<file path="src/rtl/io_mmio_pkg.sv">
// Shared address map and error-bit layout for the memory-mapped I/O unit.
package io_mmio_pkg;
   localparam logic [7:0] IO_LED   = 8'h00;
   localparam logic [7:0] IO_FSTAT = 8'h04;
   localparam logic [7:0] IO_FPUSH = 8'h08;
   localparam logic [7:0] IO_ISTAT = 8'h0C;
   localparam logic [7:0] IO_IDATA = 8'h10;
   localparam logic [7:0] IO_CYC   = 8'h14;
   localparam logic [7:0] IO_ERR   = 8'h18;

   localparam int ERR_OVF = 0;
   localparam int ERR_OVR = 1;

   // CPU accesses are word-aligned; the byte-lane bits never take part in decode.
   function automatic logic [7:0] word_addr(input logic [7:0] a);
      return {a[7:2], 2'b00};
   endfunction
endpackage

</file>
<file path="src/rtl/io_mmio_if.sv">
// CPU I/O bus plus display-driver handshake; master is the CPU/display side.
interface io_mmio_if;
   logic [7:0]  io_addr;
   logic [31:0] io_dout;
   logic        io_we;
   logic        io_rd;
   logic [31:0] io_din;
   logic [31:0] disp_data;
   logic        disp_valid;
   logic        disp_ready;

   modport master (
      output io_addr, io_dout, io_we, io_rd, disp_ready,
      input  io_din, disp_data, disp_valid
   );
   modport slave (
      input  io_addr, io_dout, io_we, io_rd, disp_ready,
      output io_din, disp_data, disp_valid
   );
endinterface

</file>
<file path="src/rtl/io_debouncer.sv">
// Button synchronizer + debounce counter; rise pulses on the cycle the level goes 0->1.
module io_debouncer #(
   parameter int DEBOUNCE_CYCLES = 4
) (
   input  logic clk,
   input  logic rst_n,
   input  logic btn_in,
   output logic rise
);
   localparam int CW = $clog2(DEBOUNCE_CYCLES + 1);

   logic          s1, s2, level, hit;
   logic [CW-1:0] cnt;

   // Flip on the edge that would make the count reach DEBOUNCE_CYCLES.
   assign hit  = (s2 != level) && (cnt == CW'(DEBOUNCE_CYCLES - 1));
   assign rise = hit && !level;

   always_ff @(posedge clk or negedge rst_n) begin
      if (!rst_n) begin
         s1    <= 1'b0;
         s2    <= 1'b0;
         level <= 1'b0;
         cnt   <= '0;
      end else begin
         s1 <= btn_in;
         s2 <= s1;
         if (s2 == level) begin
            cnt <= '0;
         end else if (hit) begin
            level <= ~level;
            cnt   <= '0;
         end else begin
            cnt <= cnt + 1'b1;
         end
      end
   end
endmodule

</file>
<file path="src/rtl/io_mmio_unit.sv">
// MMIO unit: LED register, debounced switch latch, display output FIFO,
// cycle counter and sticky error flags behind the CPU io_* port.
module io_mmio_unit
   import io_mmio_pkg::*;
#(
   parameter int DEBOUNCE_CYCLES = 4,
   parameter int FIFO_DEPTH      = 4   // power of two, >= 2
) (
   input  logic        clk,
   input  logic        rst_n,
   io_mmio_if.slave    bus,
   input  logic [15:0] sw,
   input  logic        btn_in,
   output logic [15:0] led
);
   localparam int PW = $clog2(FIFO_DEPTH);

   logic [15:0]   sw_s1, sw_s2, idata;
   logic          ivalid;
   logic [1:0]    err, err_set;
   logic [31:0]   cyc;
   logic [31:0]   fifo_mem [FIFO_DEPTH];
   logic [PW-1:0] head, tail;
   logic [PW:0]   count;
   logic [7:0]    waddr;
   logic          full, empty, push, pop, accept, ovf, rise, rd_idata, ovr, err_wr;

   io_debouncer #(.DEBOUNCE_CYCLES(DEBOUNCE_CYCLES)) u_deb (
      .clk    (clk),
      .rst_n  (rst_n),
      .btn_in (btn_in),
      .rise   (rise)
   );

   assign waddr    = word_addr(bus.io_addr);
   assign full     = (count == (PW+1)'(FIFO_DEPTH));
   assign empty    = (count == '0);
   assign pop      = bus.disp_valid && bus.disp_ready;
   assign push     = bus.io_we && (waddr == IO_FPUSH);
   // A push into a full FIFO still lands if the head leaves in the same cycle.
   assign accept   = push && (!full || pop);
   assign ovf      = push && full && !pop;
   assign rd_idata = bus.io_rd && (waddr == IO_IDATA);
   assign ovr      = rise && ivalid && !rd_idata;
   assign err_wr   = bus.io_we && (waddr == IO_ERR);

   assign bus.disp_valid = !empty;
   assign bus.disp_data  = empty ? '0 : fifo_mem[head];

   always_comb begin
      err_set          = '0;
      err_set[ERR_OVF] = ovf;
      err_set[ERR_OVR] = ovr;
   end

   always_comb begin
      bus.io_din = '0;
      case (waddr)
         IO_LED:   bus.io_din = {16'b0, led};
         IO_FSTAT: bus.io_din = 32'({count, !full});
         IO_ISTAT: bus.io_din = {31'b0, ivalid};
         IO_IDATA: bus.io_din = {16'b0, idata};
         IO_CYC:   bus.io_din = cyc;
         IO_ERR:   bus.io_din = {30'b0, err};
         default:  bus.io_din = '0;
      endcase
   end

   always_ff @(posedge clk or negedge rst_n) begin
      if (!rst_n) begin
         sw_s1  <= '0;
         sw_s2  <= '0;
         led    <= '0;
         idata  <= '0;
         ivalid <= 1'b0;
         err    <= '0;
         cyc    <= '0;
         head   <= '0;
         tail   <= '0;
         count  <= '0;
         for (int i = 0; i < FIFO_DEPTH; i++) fifo_mem[i] <= '0;
      end else begin
         sw_s1 <= sw;
         sw_s2 <= sw_s1;
         cyc   <= cyc + 32'd1;

         if (bus.io_we && (waddr == IO_LED)) led <= bus.io_dout[15:0];

         // A fresh latch wins over a same-cycle data read, so valid stays set.
         if (rise) begin
            idata  <= sw_s2;
            ivalid <= 1'b1;
         end else if (rd_idata) begin
            ivalid <= 1'b0;
         end

         err <= (err_wr ? (err & ~bus.io_dout[1:0]) : err) | err_set;

         if (accept) begin
            fifo_mem[tail] <= bus.io_dout;
            tail           <= tail + 1'b1;
         end
         if (pop) head <= head + 1'b1;
         case ({accept, pop})
            2'b10:   count <= count + 1'b1;
            2'b01:   count <= count - 1'b1;
            default: count <= count;
         endcase
      end
   end
endmodule

</file>
<file path="src/flat_wrapper.sv">
// flat-port wrapper written by rule: the top's interface ports become plain ports
module io_mmio_unit_flat import io_mmio_pkg::*;
#(
   parameter int DEBOUNCE_CYCLES = 4,
   parameter int FIFO_DEPTH      = 4                        
)
  (clk, rst_n, sw, btn_in, led, bus_io_addr, bus_io_dout, bus_io_we, bus_io_rd, bus_disp_ready, bus_io_din, bus_disp_data, bus_disp_valid);
  io_mmio_if bus_i ();
  input  logic clk;
  input  logic rst_n;
  input  logic [15:0] sw;
  input  logic btn_in;
  output logic [15:0] led;
  input wire logic [$bits(bus_i.io_addr)-1:0] bus_io_addr;
  input wire logic [$bits(bus_i.io_dout)-1:0] bus_io_dout;
  input wire logic [$bits(bus_i.io_we)-1:0] bus_io_we;
  input wire logic [$bits(bus_i.io_rd)-1:0] bus_io_rd;
  input wire logic [$bits(bus_i.disp_ready)-1:0] bus_disp_ready;
  output wire logic [$bits(bus_i.io_din)-1:0] bus_io_din;
  output wire logic [$bits(bus_i.disp_data)-1:0] bus_disp_data;
  output wire logic [$bits(bus_i.disp_valid)-1:0] bus_disp_valid;
  assign bus_i.io_addr = bus_io_addr;
  assign bus_i.io_dout = bus_io_dout;
  assign bus_i.io_we = bus_io_we;
  assign bus_i.io_rd = bus_io_rd;
  assign bus_i.disp_ready = bus_disp_ready;
  assign bus_io_din = bus_i.io_din;
  assign bus_disp_data = bus_i.disp_data;
  assign bus_disp_valid = bus_i.disp_valid;
  io_mmio_unit #(.DEBOUNCE_CYCLES(DEBOUNCE_CYCLES), .FIFO_DEPTH(FIFO_DEPTH)) u_core (.clk(clk), .rst_n(rst_n), .bus(bus_i), .sw(sw), .btn_in(btn_in), .led(led));
endmodule
</file>
<file path="config.mk">
export PLATFORM = sky130hd
export DESIGN_NAME = io_mmio_unit_flat
export DESIGN_NICKNAME = d
export VERILOG_FILES = /design/src/rtl/io_mmio_pkg.sv /design/src/rtl/io_mmio_if.sv /design/src/rtl/io_debouncer.sv /design/src/rtl/io_mmio_unit.sv /design/src/flat_wrapper.sv
export SDC_FILE = /design/constraint.sdc
export NUM_CORES = 1
export LEC_CHECK = 0
export BUFFER_PORTS_ARGS = -buffer_cell sky130_fd_sc_hd__buf_2
export CAP_MARGIN = 20
export CORE_MARGIN = 5
export CORE_UTILIZATION = 57
export DETAILED_ROUTE_END_ITERATION = 10
export PLACE_DENSITY = 0.79
export SLEW_MARGIN = 5
export SYNTH_ARGS = -nofsm -noshare
export SYNTH_HDL_FRONTEND = slang
export SYNTH_SLANG_ARGS = --single-unit
</file>
<file path="constraint.sdc">
create_clock -name clk -period 6.7 [get_ports clk]
set_input_delay 0.335 -clock clk [delete_from_list [all_inputs] [get_ports clk]]
set_output_delay 0.335 -clock clk [all_outputs]
set_load 0.02 [all_outputs]
</file>
### Yosys cells after proc, flatten, opt, wreduce, memory -nomap -nowiden

Cells that the tools add are included.
Widths: inputs -> output; s select.

* $add $sub $neg: 6
* order comparisons: 3
* equal/unequal tests: 12
* bitwise gates (word level): 7
* muxes and demuxes: 14
* reduce and logical (&&, ||, !) cells: 24

Operators with widths (number)
* $pmux 32 s6: 1
* $bwmux 128: 1
* $mux 32: 4
* $bmux 32 s2: 1
* $demux 32 s2: 1
* $add 32x1->32 const B: 1
* $eq 6x3->1 const B: 3
* $logic_and 1x1->1: 13
* $eq 6x2->1 const B: 2
* $logic_not 8->1: 1
* $add 3x1->3 const B: 2
* $eq 6x1->1 const B: 1
* $ge 3x3->1 const B: 2
* $mux 3: 2
* $not 2->3: 2
* $pmux 3 s2: 1
* $logic_not 1->1: 5
* $add 2x1->2 const B: 2
* $reduce_bool 2->1: 2
* $eq 3x2->1 const B: 1
* $eq 3x3->1 const B: 1
* $logic_not 3->1: 1
* $lt 3x1->1 const B: 1
* $sub 3x1->3 const B: 1
* 12 further kinds: 14

* word-level logic and storage cells: 84
* bits in registers: 240
* output and inout bits: 81
* bits of input ports: 62

### Logic depth before layout (Yosys ltp)

* word-level depth: 7
* gate-level depth with buffers: 9
* depth with buffers taken out: 9

### Hierarchy

From an unflattened synthesis, not the netlist that was laid out.

* cell total of the unflattened synthesis: 716
* area, all modules: 10403.7 um^2

Modules (own cells, without submodules)
* io_mmio_unit: seq. area each 5855.6 um^2, area each 10164.7 um^2, times used 1, cells an instance 702
* io_debouncer: seq. area each 150.1 um^2, area each 239.0 um^2, times used 1, cells an instance 14

### Worst setup path after synthesis

No wires, ideal clock.

* path type: input to register
* start: input port bus_io_addr[7]
* end: register u_core.count[2]
* path buffers: 0
* slack: 4.141 ns
* cell stages on the path: 9
* required time: 6.575 ns
* library setup time: 0.125 ns
* arrival: 2.434 ns
* path through: or4b_4 > nor4_4 > inv_1 > ha_1 > inv_1 > fa_1 > xor2_1 > nor2_1 > xor2_1

* longest elaborated chain between the ends: 5
* elaborated cells between the ends (all ways): 7
* those cells by class: eq/ne: 3; mux: 1; reduce/logical: 3

RTL lines
* start: declaration: RTL line flat_wrapper.sv:14 `input wire logic [$bits(bus_i.io_addr)-1:0] bus_io_addr;`
* $eq 6x2->1 *: RTL line io_mmio_unit.sv:39 `assign push = bus.io_we && (waddr == IO_FPUSH);`
* $logic_and 1x1->1 *: RTL line io_mmio_unit.sv:39
* $logic_and 1x1->1 *: RTL line io_mmio_unit.sv:41 `assign accept = push && (!full || pop);`
* $eq 2x1->1 or $eq 2x2->1 (tied branches): RTL line io_mmio_unit.sv:104 `case ({accept, pop})`
* $pmux 3 s2 or $reduce_bool 2->1 (tied branches)
* end signal: assignment: RTL line io_mmio_unit.sv:105 `2'b10: count <= count + 1'b1;`
* end signal: assignment: RTL line io_mmio_unit.sv:106 `2'b01: count <= count - 1'b1;`
* end signal: assignment: RTL line io_mmio_unit.sv:107 `default: count <= count;`
* end: declaration: RTL line io_mmio_unit.sv:24 `logic [PW:0] count;`

Every way passes the cells marked *; elsewhere a longest branch is shown, timed or not.
A chain may end at the register's enable or synchronous reset.

### Worst setup path in the final report

* start: register u_core.head[0]
* end: output port bus_disp_data[15]

* longest elaborated chain between the ends: 5

RTL lines
* start: declaration: RTL line io_mmio_unit.sv:23 `logic [PW-1:0] head, tail;`
* start signal: assignment: RTL line io_mmio_unit.sv:103 `if (pop) head <= head + 1'b1;`
* $not 2->3 (implied by the code): RTL line io_mmio_unit.sv:48 `assign bus.disp_data = empty ? '0 : fifo_mem[head];`
* $bmux 32 s2: RTL line io_mmio_unit.sv:48
* $mux 32 (implied by the code) (2 in series): RTL line io_mmio_unit.sv:48
* $mux 32: RTL line io_mmio_unit.sv:48
* end: declaration: RTL line flat_wrapper.sv:20 `output wire logic [$bits(bus_i.disp_data)-1:0] bus_disp_data;`

No other way between the ends. The select of a mux whose other input is x is not followed.

==> results.txt <==
The flow ran to the end, and the final reports show no timing, DRC or antenna violations. Once detail routing completed, the nets flagged for antenna violations numbered 0. The number of instances in the synthesized netlist was 729. The startpoint of the worst hold path was bus_io_dout[19].

The die is 147 um wide. Yosys mapped a number of flops with a built-in enable equal to 0. The clock period could shrink to 2.89 ns. Area share of the largest cell type after synthesis: 0.563. Synthesized net count: 799.

The via density per instance is 5.72, and the row count is 50. Dividing total power by cell area gives a power density of 304 nW/um^2. For flop-to-flop paths, the worst setup slack is 4.18 ns.

The final-stage net count is 950, and the detailed placement HPWL is 14,500 um. The tools report the wire length of the first global-routing pass as 37,200 um. Based on the critical path, the design can be clocked at up to 346 MHz.

The TritonCTS buffer count was 25. The area growth from synthesis to final layout is 17.1%. For the number of levels the H-tree was split into, the log shows 1.

The final RePlAce weighted congestion is 0.803. The first routing iteration left 249 violations. The routed length per placed instance came out at 20.3 um. Yosys mapped the design onto 38 distinct sky130hd cell types. The effective utilization at floorplan is 0.574, and the die outline area is 21,600 um^2. At the worst endpoint, the arrival time is 2.55 ns. Peak ir drop on the vdd network: 0.223 mV. The share of the clock period used by the worst path after layout came out at 0.431. The pin count of the biggest net entering global routing is 88, and the clock-pin slew reported for the worst setup and hold paths after clock tree synthesis is 0.06 ns. Type of element capturing the critical path: a primary output. After detailed routing, the number of remaining DRC violations is 0. By instance count, the leading cell after synthesis is sky130_fd_sc_hd__dfrtp_1. The routed wire length was 22,900 um; the worst hold slack was 0.0959 ns.

Vertical extent of the die: 147 um. The launch instance of the worst register-to-register path is u_core.count[0]. The mean cell area of the mapped netlist came out at 14.6 um^2. The cell depth of the worst hold path was 2; the max-cap check violation count was 0. The fraction of layout cells with a size suffix above 1 came out at 0.437. Part of the Yosys area used for sequential elements: 0.563. The tools report the endpoint of the most critical register-to-register path as u_core.count[2]. The run gives 0.00379 W as the overall power consumption.

Count of vias placed by the detailed router: 6,470. Setup repair after global routing left no endpoint under its margin. The worst max-slew margin expressed relative to the limit is 0.385. The worst setup path category is reg2out. The cell depth of the worst flop-to-flop path was 9. The cell sitting at the root of the clock tree is a sky130_fd_sc_hd__clkbuf_16.

For the worst setup path, the data required time is 6.36 ns. The length of the first detailed-routing pass in iterations is 6. After synthesis, the most frequently instantiated cells are sky130_fd_sc_hd__dfrtp_1 (240), sky130_fd_sc_hd__mux2_2 (122), sky130_fd_sc_hd__and2_1 (40). The number of global-route vias before repair came out at 6,792.

For this run the aggregate overflow at the end of global routing stands at 0. In this run the static leakage power is 6.37 nW. The run gives 1,368 as the layout filler cell count. The path class of the lowest-slack min-delay path was in2reg. At the later pin of the worst-skew pair, clock insertion delay measures 0.51 ns. The tools report the count of pins over their slew limit as 0. Of all cell types, the one taking the most synthesized area is sky130_fd_sc_hd__dfrtp_1. After synthesis the netlist holds a flip-flop and latch count of 240. The transition at the pin with the smallest max-transition slack was 0.923 ns. The most used flip-flop cell after synthesis is sky130_fd_sc_hd__dfrtp_1. Adding up every negative setup slack in the final design gives 0 ns. Largest fanout on the critical path: 23. Pin placement for this block handled 143 I/O pins. The run gives 0.214 as the total global-route track usage. The count of input and output buffers works out to 140. The path with the worst hold slack has its endpoint at u_core.fifo_mem[19].

The synthesized area is 10,700 um^2, and the maximum clock path buffer count is 3. For the number of antenna violations at the first check in global routing, the log shows 0. Yosys attributes the largest share of cell area to sky130_fd_sc_hd__dfrtp_1 (56%), sky130_fd_sc_hd__mux2_2 (13%), sky130_fd_sc_hd__mux4_2 (7.6%). STA classifies the critical path startpoint as a flop. The post-route clock skew is 0.0121 ns, and the count of yosys warnings during synthesis is 0. For the placeable core region, the log shows 18,600 um^2.

The clock sink count is 240, and the share of synthesized flip-flops with an asynchronous set or reset is 1.00. TritonCTS built the clock tree. Setup violations remaining at the end of the flow were counted as 0. For the antenna diode instance count, the log shows 0. Post-CTS repair changed the size of 0 cells. The tools report the total count of hold-check failures in the final report as 0.
[registers in the layout (all words and copies together), names as in the netlist]
register / flops
u_core.cyc: 32
u_core.ivalid: 1
u_core.u_deb.s1: 1
u_core.tail: 2
u_core.fifo_mem: 128
u_core.count: 3
u_core.idata: 16
u_core.u_deb.level: 1
u_core.u_deb.s2: 1
u_core.sw_s2: 16
u_core.u_deb.cnt: 3
u_core.sw_s1: 16
u_core.err: 2
u_core.led: 16
u_core.head: 2
[timing repair]
action                                  CTS  global route
hold buffers                             18             0
endpoints found under the setup margin    0             0
buffers inserted                          0             0
hold endpoints to repair                101             0
[where the power goes]
group          switching, W  leakage (nW)  internal [W]
clock              0.000536         0.394      0.000801
sequential         0.000162          3.17       0.00161
combinational      0.000329          2.81      0.000359
total               0.00103          6.37       0.00277
[worst max-delay path: stages, from the launching register on]
cell and delay, ns:
sky130_fd_sc_hd__dfrtp_2 0.63, sky130_fd_sc_hd__buf_4 0.51, sky130_fd_sc_hd__mux4_2 0.55, sky130_fd_sc_hd__and2_1 0.19, sky130_fd_sc_hd__buf_2 0.16
[per-layer routing]
metal	global-route usage	vias up	share of wire
li1	-	2904	-
met1	0.301	3324	0.44
met2	0.345	209	0.47
met3	0.0487	33	0.068
met4	0.0461	0	0.022
met5	0	-	0
[how the worst max path moves through the flow]
stage	start	slack, ns	cells after the start	end
floorplan	bus_io_addr[7]	4.14	9	u_core.count[2]
global placement	bus_io_addr[7]	3.78	5	u_core.fifo_mem[13]
detailed placement	bus_io_addr[7]	3.72	5	u_core.fifo_mem[18]
CTS	u_core.head[0]	3.74	4	bus_disp_data[31]
global route	u_core.head[0]	3.63	4	bus_disp_data[15]
finish	u_core.head[0]	3.81	4	bus_disp_data[15]
[cell type report]
class / count / area (um^2) / share of cell area
Sequential cell: 240 / 6010 / 0.481
Multi-Input combinational cell: 438 / 4390 / 0.352
Timing Repair Buffer: 165 / 963 / 0.0771
Clock buffer: 40 / 752 / 0.0602
Tap cell: 234 / 293 / 0.0234
Clock inverter: 4 / 45.0 / 0.00361
Inverter: 10 / 37.5 / 0.00300
[cells in the final DEF (no fill, tap or decap), types with 4 or more instances in the layout]
cell type,synthesis,final
sky130_fd_sc_hd__nand3_1,12,12
sky130_fd_sc_hd__clkbuf_16,0,25
sky130_fd_sc_hd__a21oi_1,14,14
sky130_fd_sc_hd__mux2_2,122,122
sky130_fd_sc_hd__buf_2,1,139
sky130_fd_sc_hd__and3_1,21,21
sky130_fd_sc_hd__and2_1,40,40
sky130_fd_sc_hd__mux2_4,38,38
sky130_fd_sc_hd__nand4_1,14,14
sky130_fd_sc_hd__mux4_2,36,36
sky130_fd_sc_hd__o21ai_0,7,7
sky130_fd_sc_hd__xnor2_1,32,32
sky130_fd_sc_hd__nand2_1,17,17
sky130_fd_sc_hd__dfrtp_1,240,238
sky130_fd_sc_hd__clkbuf_8,0,7
sky130_fd_sc_hd__inv_1,10,10
sky130_fd_sc_hd__mux2i_1,13,13
sky130_fd_sc_hd__nand2_4,4,4
sky130_fd_sc_hd__ha_1,7,7
sky130_fd_sc_hd__buf_4,0,6
sky130_fd_sc_hd__xor2_1,5,5
sky130_fd_sc_hd__clkbuf_1,23,8
sky130_fd_sc_hd__nor2_1,29,29
sky130_fd_sc_hd__dlygate4sd3_1,0,18
[logic make-up after synthesis]
logic type,synth area share
compound gates,0.0107
xor+xnor,0.0304
fa+ha+maj,0.0101
buf+inv,0.0265
flops,0.563
mux,0.270
simple gates,0.0891
[through the flow]
step | std cells | area, um^2 | util | worst slack, ns
after global placement | 1068 | 11500 | 0.618 | 3.78
after global routing | 1131 | 12500 | 0.672 | 3.63
after CTS | 1130 | 12500 | 0.671 | 3.74
final | 1131 | 12500 | 0.672 | 3.81
after detailed placement | 1068 | 11500 | 0.618 | 3.72
after floorplan | 729 | 10700 | - | 4.14
(Power assumes the default switching activity.)
